===== src/rtl/cpu_defs.sv =====
// Shared CPU definitions: MS->WS pipeline bus, register/word types and CP0 addresses.
package cpu_defs;

    localparam int XLEN = 32;
    localparam int NREG = 32;
    localparam int BE_W = XLEN / 8;

    typedef logic [4:0]  reg_addr_t;
    typedef logic [31:0] uint32_t;

    // CP0 addresses are {rd[4:0], sel[2:0]}
    localparam logic [7:0] CP0_BADVADDR = {5'd8,  3'd0};
    localparam logic [7:0] CP0_COUNT    = {5'd9,  3'd0};
    localparam logic [7:0] CP0_COMPARE  = {5'd11, 3'd0};
    localparam logic [7:0] CP0_STATUS   = {5'd12, 3'd0};
    localparam logic [7:0] CP0_CAUSE    = {5'd13, 3'd0};
    localparam logic [7:0] CP0_EPC      = {5'd14, 3'd0};

    typedef struct packed {
        uint32_t      pc;
        reg_addr_t    dest;
        logic [3:0]   rf_we;
        uint32_t      result;
        logic         mfc0;
        logic [7:0]   cp0_addr;
    } ms_to_ws_bus_t;

endpackage


===== src/rtl/wb_stage_regfile_regfile_be.sv =====
// GPR array: one byte-enabled write port, two combinational read ports, r0 reads as zero.
module regfile_be
    import cpu_defs::*;
#(
    parameter int NREG_P = NREG,
    parameter int XLEN_P = XLEN
) (
    input  logic                  clk,
    input  logic                  reset,
    input  logic [XLEN_P/8-1:0]   we,
    input  reg_addr_t             waddr,
    input  logic [XLEN_P-1:0]     wdata,
    input  reg_addr_t             raddr1,
    input  reg_addr_t             raddr2,
    output logic [XLEN_P-1:0]     rdata1,
    output logic [XLEN_P-1:0]     rdata2
);

    logic [XLEN_P-1:0] r_gpr [NREG_P];

    // NOTE: the array is flops, not a RAM macro, so it is cleared by the async
    // reset; a RAM-backed version could not be reset this way.
    always_ff @(posedge clk or posedge reset) begin
        if (reset) begin
            for (int i = 0; i < NREG_P; i++) begin
                r_gpr[i] <= '0;
            end
        end else if (waddr != '0) begin
            // NOTE: non-blocking assignment so every flop samples pre-edge values.
            for (int b = 0; b < XLEN_P/8; b++) begin
                if (we[b]) begin
                    r_gpr[waddr][8*b +: 8] <= wdata[8*b +: 8];
                end
            end
        end
    end

    assign rdata1 = (raddr1 == '0) ? '0 : r_gpr[raddr1];
    assign rdata2 = (raddr2 == '0) ? '0 : r_gpr[raddr2];

endmodule


===== src/rtl/wb_stage_regfile.sv =====
// MIPS writeback stage: latches the retiring instruction, resolves MFC0,
// commits byte-enabled GPR writes and drives ID forwarding and debug trace.
module wb_stage_regfile
    import cpu_defs::*;
#(
    parameter int NREG_P = NREG,
    parameter int XLEN_P = XLEN
) (
    input  logic                  clk,
    input  logic                  reset,
    input  logic                  ms_to_ws_valid,
    input  ms_to_ws_bus_t         ms_to_ws_bus,
    output logic                  ws_allowin,
    input  logic                  ws_flush,
    output logic [7:0]            cp0_raddr,
    input  logic [XLEN_P-1:0]     cp0_rdata,
    input  reg_addr_t             rf_raddr1,
    input  reg_addr_t             rf_raddr2,
    output logic [XLEN_P-1:0]     rf_rdata1,
    output logic [XLEN_P-1:0]     rf_rdata2,
    output reg_addr_t             ws_dest,
    output logic [XLEN_P/8-1:0]   ws_rf_we,
    output logic [XLEN_P-1:0]     ws_result,
    output logic                  ws_mfc0,
    output logic [31:0]           debug_wb_pc,
    output logic [XLEN_P/8-1:0]   debug_wb_rf_we,
    output reg_addr_t             debug_wb_rf_wnum,
    output logic [XLEN_P-1:0]     debug_wb_rf_wdata
);

    logic                r_ws_valid;
    ms_to_ws_bus_t       r_bus;

    logic                w_ready_go;
    logic                w_live;
    logic [XLEN_P-1:0]   w_wdata;
    logic [XLEN_P/8-1:0] w_we_eff;

    assign w_ready_go = 1'b1;
    assign ws_allowin = !r_ws_valid || w_ready_go;

    always_ff @(posedge clk or posedge reset) begin
        if (reset) begin
            r_ws_valid <= 1'b0;
            r_bus      <= '0;
        end else if (ws_allowin) begin
            r_ws_valid <= ms_to_ws_valid && !ws_flush;
            if (ms_to_ws_valid) begin
                r_bus <= ms_to_ws_bus;
            end
        end
    end

    assign cp0_raddr = r_ws_valid ? r_bus.cp0_addr : 8'h00;
    assign w_live    = r_ws_valid && !ws_flush;

    // NOTE: every always_comb output gets a default first so no latch is inferred.
    always_comb begin
        w_wdata  = r_bus.mfc0 ? cp0_rdata : r_bus.result;
        w_we_eff = '0;
        if (w_live && r_bus.dest != '0) begin
            w_we_eff = r_bus.mfc0 ? '1 : r_bus.rf_we;
        end
    end

    regfile_be #(
        .NREG_P (NREG_P),
        .XLEN_P (XLEN_P)
    ) u_regfile (
        .clk    (clk),
        .reset  (reset),
        .we     (w_we_eff),
        .waddr  (r_bus.dest),
        .wdata  (w_wdata),
        .raddr1 (rf_raddr1),
        .raddr2 (rf_raddr2),
        .rdata1 (rf_rdata1),
        .rdata2 (rf_rdata2)
    );

    assign ws_dest   = (w_we_eff != '0) ? r_bus.dest : '0;
    assign ws_rf_we  = w_we_eff;
    assign ws_result = w_wdata;
    assign ws_mfc0   = w_live && r_bus.mfc0;

    assign debug_wb_pc       = r_bus.pc;
    assign debug_wb_rf_we    = w_we_eff;
    assign debug_wb_rf_wnum  = r_bus.dest;
    assign debug_wb_rf_wdata = w_wdata;

endmodule


===== config.mk =====
export PLATFORM = sky130hd
export DESIGN_NAME = wb_stage_regfile
export DESIGN_NICKNAME = d
export VERILOG_FILES = /design/src/rtl/cpu_defs.sv /design/src/rtl/wb_stage_regfile_regfile_be.sv /design/src/rtl/wb_stage_regfile.sv
export SDC_FILE = /design/constraint.sdc
export NUM_CORES = 2
export LEC_CHECK = 0
export ABC_AREA = 1
export CAP_MARGIN = 20
export CORE_ASPECT_RATIO = 1.25
export CORE_MARGIN = 2
export CORE_UTILIZATION = 45
export DETAILED_ROUTE_END_ITERATION = 8
export PLACE_DENSITY = 0.75
export SYNTH_ARGS = -nofsm -noshare
export SYNTH_HDL_FRONTEND = slang
export SYNTH_SLANG_ARGS = --single-unit

===== constraint.sdc =====
create_clock -name clk -period 87.9 [get_ports clk]
set_input_delay 21.975 -clock clk [delete_from_list [all_inputs] [get_ports clk]]
set_output_delay 21.975 -clock clk [all_outputs]
set_load 0.02 [all_outputs]

# Word-level counts from Yosys, hierarchy flattened
# Index checks and enable logic that the tools add are counted.
# word_totals
register_bits,1107
input_bits,128
out_inout_bits,188
word_cells,88
# classes
order_cmp,4
muxes,32
bitwise,3
n_reduce_logical,10
# ops
cell,n
two-way mux 1024 bit,7
bitwise mux 1024 bit,4
demux 32 bit (select 5 bit),4
binary-select mux 32 bit (select 5 bit),2
two-way mux 32 bit,8
two-way mux 24 bit,1
"greater-or-equal comparator 6 bit, second input constant",3
NOT 5 -> 6 bit,3
two-way mux 16 bit,1
two-way mux 8 bit,2
logical NOT 5 bit,2
two-way mux 4 bit,2
"less-than comparator 6 x 1 -> 1 bit, second input constant",1
logical AND 1 bit,5
two-way mux 5 bit,1
nonzero test 5 bit,1
nonzero test 4 bit,1
logical NOT 1 bit,1

# Longest topological paths before layout
# depth
depth_word,16
depth_mapped,12
depth_no_buf,9

# By module
# Synthesis repeated with hierarchy kept, for this count alone.
# hier_totals
hier_cells,8910
hier_area_um2,61227.5
# by_module_without_submodules
module,instances,cells_each,area_each_um2,seq_area_each_um2
regfile_be,1,8375,56939.6,25624.6
wb_stage_regfile,1,535,4287.9,2077.0

# Worst setup path after synthesis
# OpenSTA, ideal clock, no wires.
# synth_path
kind,in2out
from,input rf_raddr2[0]
to,output rf_rdata2[18]
arrival_time_ns,23.458
t_required_ns,65.925
slack_ns,42.467
cell_stages,12
path_buffers,3
cell_sequence,buf_2 inv_2 clkbuf_1 clkbuf_1 nand2_1 nand3_1 nand3_1 nand2_1 nand2_1 nand3_1 nand2_1 nor2_1
# synth_between
elab_chain_cells,5
word_cells_on_any_way,6
cone_classes,mux: 4; bitwise: 1; reduce/logical: 1
# synth_lines
item,line,rtl
"start, declared",wb_stage_regfile.sv:18,"input reg_addr_t rf_raddr2,"
NOT 5 -> 6 bit (implied by the code),wb_stage_regfile_regfile_be.sv:39,assign rdata2 = (raddr2 == '0) ? '0 : r_gpr[raddr2];
binary-select mux 32 bit (select 5 bit),wb_stage_regfile_regfile_be.sv:39,
two-way mux 32 bit (implied by the code) (2 in a row),wb_stage_regfile_regfile_be.sv:39,
two-way mux 32 bit *,wb_stage_regfile_regfile_be.sv:39,
"end, declared",wb_stage_regfile.sv:20,"output logic [XLEN_P-1:0] rf_rdata2,"
# Mark *: on every way between the ends. The rest lies on a longest branch, timed or not. The select of a mux whose other input is x is not followed.

# Worst setup path after layout
# layout_path
from,input rf_raddr1[0]
to,output rf_rdata1[2]
# layout_between
elab_chain_cells,5
word_cells_on_any_way,6
cone_classes,mux: 4; bitwise: 1; reduce/logical: 1
# layout_lines
item,line,rtl
"start, declared",wb_stage_regfile.sv:17,"input reg_addr_t rf_raddr1,"
NOT 5 -> 6 bit (implied by the code),wb_stage_regfile_regfile_be.sv:38,assign rdata1 = (raddr1 == '0) ? '0 : r_gpr[raddr1];
binary-select mux 32 bit (select 5 bit),wb_stage_regfile_regfile_be.sv:38,
two-way mux 32 bit (implied by the code) (2 in a row),wb_stage_regfile_regfile_be.sv:38,
two-way mux 32 bit *,wb_stage_regfile_regfile_be.sv:38,
"end, declared",wb_stage_regfile.sv:19,"output logic [XLEN_P-1:0] rf_rdata1,"
# Marks and branches as above.

==> results.md <==
- Simple-Gate Fraction of Synth Area: 0.397
- Routed WL per cell: 22.0 um
- Final worst setup slack: 38.84 ns
- Count of state elements after synthesis: 1107
- Max transition margin: 0.211
- Netlist cell types: 25
- CTS Sinks: 1107
- GPL Wtd Cong: 0.935
- Critical Path Fanout Max: 143
- Row count: 154
- Syn Nets: 9793
- Fin Setup TNS: 0 ns
- Gr usage total: 0.334
- Fmax: 20.4 MHz
- Clock Path Buffers: 3
- CTS clk-pin slew, worst paths: 0.06 ns
- Post-cts sizing count: 0
- Leakage: 34.8 nW
- Worst-skew pair later-pin latency: 0.79 ns
- Clock Skews: 0.0327 ns
- Die width: 341 um
- CP delay by family, top: buffers and inverters
- H-tree depth: 3
- Worst-path cell chain: buf_8 > inv_8 > buf_4 > buf_4 > nand2_1 > nand3_1 > nand3_1 > nand2_1 > nand2_1 > nand2_1 > nor2_1 > nor2_1 > clkdlybuf4s50_1
- Number of DRC markers in iteration 0: 10979
- Max-slew violation count: 0
- Layout cells sized above 1: 0.0482
- Post-synthesis compound-gate area fraction: 0.102
- Maximum VDD drop: 0.0165 mV
- Routed Antenna Nets: 0
- Die area: 145000 sq um
- Remaining DRCs: 0
- Clock root buffer: clkbuf_16
- Mean Syn Cell Area: 6.62 sq um
- Post-route core utilization: 0.507
- I/O Buffers: 314
- Vias in the first global route: 63918
- CP most frequent cell: nand2_1
- Final setup violation count: 0
- Status: complete, no violations
- DRT Wirelength: 251 mm
- Setup CP Type: in2out
- Hold Path Class: reg2reg
- Most common cell after layout, fill and taps aside: nand2_1
- Placed cells: 11139
- Power density over the cells: 19.3 nW/um^2
- Worst-Margin Slew: 1.18 ns
- Crit path max-delay cell type: buf_4
- Largest family of logic cells by synthesized area: simple AND/OR/NAND/NOR gates
- CORE AREA: 141000 sq um
- CTS tree: built
- Vias: 68620
- Global-route wire length before repair: 378 mm
- Antenna violations before repair: 6
- Seq/Total Area, Yosys: 0.433
- Max Cap Violations: 0
- Die Y: 426 um
- Endpoints failing hold: 0
- Synth warnings: 0
- Final nets: 9516
- Critical path launch point type: input pin
- XOR/XNOR Fraction of Synth Area: 0
- Detailed Routing Iterations Pass 1: 9
- Commonest non-fill, non-tap cells in the layout: nand2_1, nand3_1, dfrtp_1
- Overflow left after global routing: 0
- Crit path arrival time: 27.08 ns
- Synth Area in Adders: 0
- Period minus WS final: 49.06 ns
- TritonCTS buffer count: 116
- CP required: 65.93 ns
- Area grow syn2layout: 11.7%
- Final Non-Filler Cells: 11363
- RSZ-0062 raised after global routing: false
- Largest net degree at the start of global routing: 193
- Worst Setup End Kind: output pin
- Post-synthesis mux area share: 0
- Tcrit/Tclk final: 0.558
- I/O pin count: 316
- Critical Path Max Stage Delay: 0.87 ns
- Post-DR vias/cell: 6.04
- HPWL Detailed: 146 mm
- # Post-CTS Setup Buffers: 0
- Post-Syn Area: 64000 sq um
- Post-CTS Hold Fix Bufs: 0
- Buf/Inv on CP: 5
- Initial Util: 0.454
- Cells after Synth: 9665
- Worst slack, placed: 39.18 ns
metrics by stage:
step / hold WS (ns) / instance area [sq um] / power [W]
after floorplan: 0.437 / 64000 / 0.000747
after global placement: 0.386 / 67300 / 0.000835
after detailed placement: 0.389 / 67300 / 0.000841
after CTS: 0.403 / 71400 / 0.00138
after global routing: 0.408 / 71500 / 0.00143
final: 0.401 / 71500 / 0.00138
path summary, 6_finish.rpt:
kind / slack [ns] / end / from / cells after the start
setup / recovery: 38.84 / rf_rdata1[2] / rf_raddr1[0] / 13
hold / removal: 0.40 / u_regfile.r_gpr[1005]$_DFFE_PP0P_ / u_regfile.r_gpr[1005]$_DFFE_PP0P_ / 0
setup reg to reg: 83.99 / u_regfile.r_gpr[274]$_DFFE_PP0P_ / debug_wb_rf_wnum[2]$_DFFE_PP0P_ / 10
hold reg to reg: 0.40 / u_regfile.r_gpr[1005]$_DFFE_PP0P_ / u_regfile.r_gpr[1005]$_DFFE_PP0P_ / 0
max in group asynchronous: 61.35 / u_regfile.r_gpr[1019]$_DFFE_PP0P_ / reset / 7
min in group asynchronous: 21.77 / u_regfile.r_gpr[842]$_DFFE_PP0P_ / reset / 2
worst reg2reg max path, stage by stage, from the launching register on:
cell and delay (ns):
dfrtp_1 0.54, nor3_4 0.64, nand2_2 0.13, nand2_4 0.14, inv_2 0.09, o21ai_4 0.13
buf_12 0.48, buf_4 1.02, nor2_1 0.42, nand2_1 0.15, nand2_1 0.06
metal layers:
metal	wire [um]	vias up	track usage
met5	39	-	0
met4	16600	6	0.206
met3	35200	1130	0.0897
met2	107000	5374	0.495
met1	91900	31731	0.434
li1	-	30379	-
synthesized netlist by cell type (all sizes together):
library cell	count	share of area
nand2	4501	0.26
nand3	1373	0.11
o21ai	1143	0.090
dfrtp	1107	0.43
clkbuf	539	0.032
nor2	372	0.023
buf	315	0.027
inv	164	0.0096
a21oi	90	0.0072
o211ai	45	0.0053
or2	8	0.00078
nor3	7	0.0013
conb	1	0.000059
sequential cells by signal (all words and copies together) (netlist names):
name / cells
u_regfile.r_gpr: 1024
r_bus: 45
debug_wb_pc: 32
debug_wb_rf_wnum: 5
r_ws_valid: 1
kinds of logic (layout without fill, tap and decap cells):
family | count (synthesis) | after routing
flops | 1107 | 1107
compound gates | 1278 | 1278
other cells | 1 | 3
buf+inv | 1018 | 842
simple gates | 6261 | 6261
power by group:
group	internal, W	leakage, nW	switching [W]	total, W
clock	0.000309	2.03	0.000229	0.000539
combinational	0.0000753	18.0	0.000181	0.000256
sequential	0.000553	14.8	0.0000326	0.000586
total	0.000938	34.8	0.000443	0.00138
layout make-up:
type                            instances  area [sq um]
Clock buffer                          159          3360
Inverter                              164           663
Timing Repair Buffer                  459          4350
Clock inverter                         60           774
Sequential cell                      1107         27700
Tap cell                             1872          2340
Fill cell                           13689         69600
Antenna cell                            2          5.00
Multi-Input combinational cell       7540         32300
No activity file was read; power rests on OpenSTA's default activity.
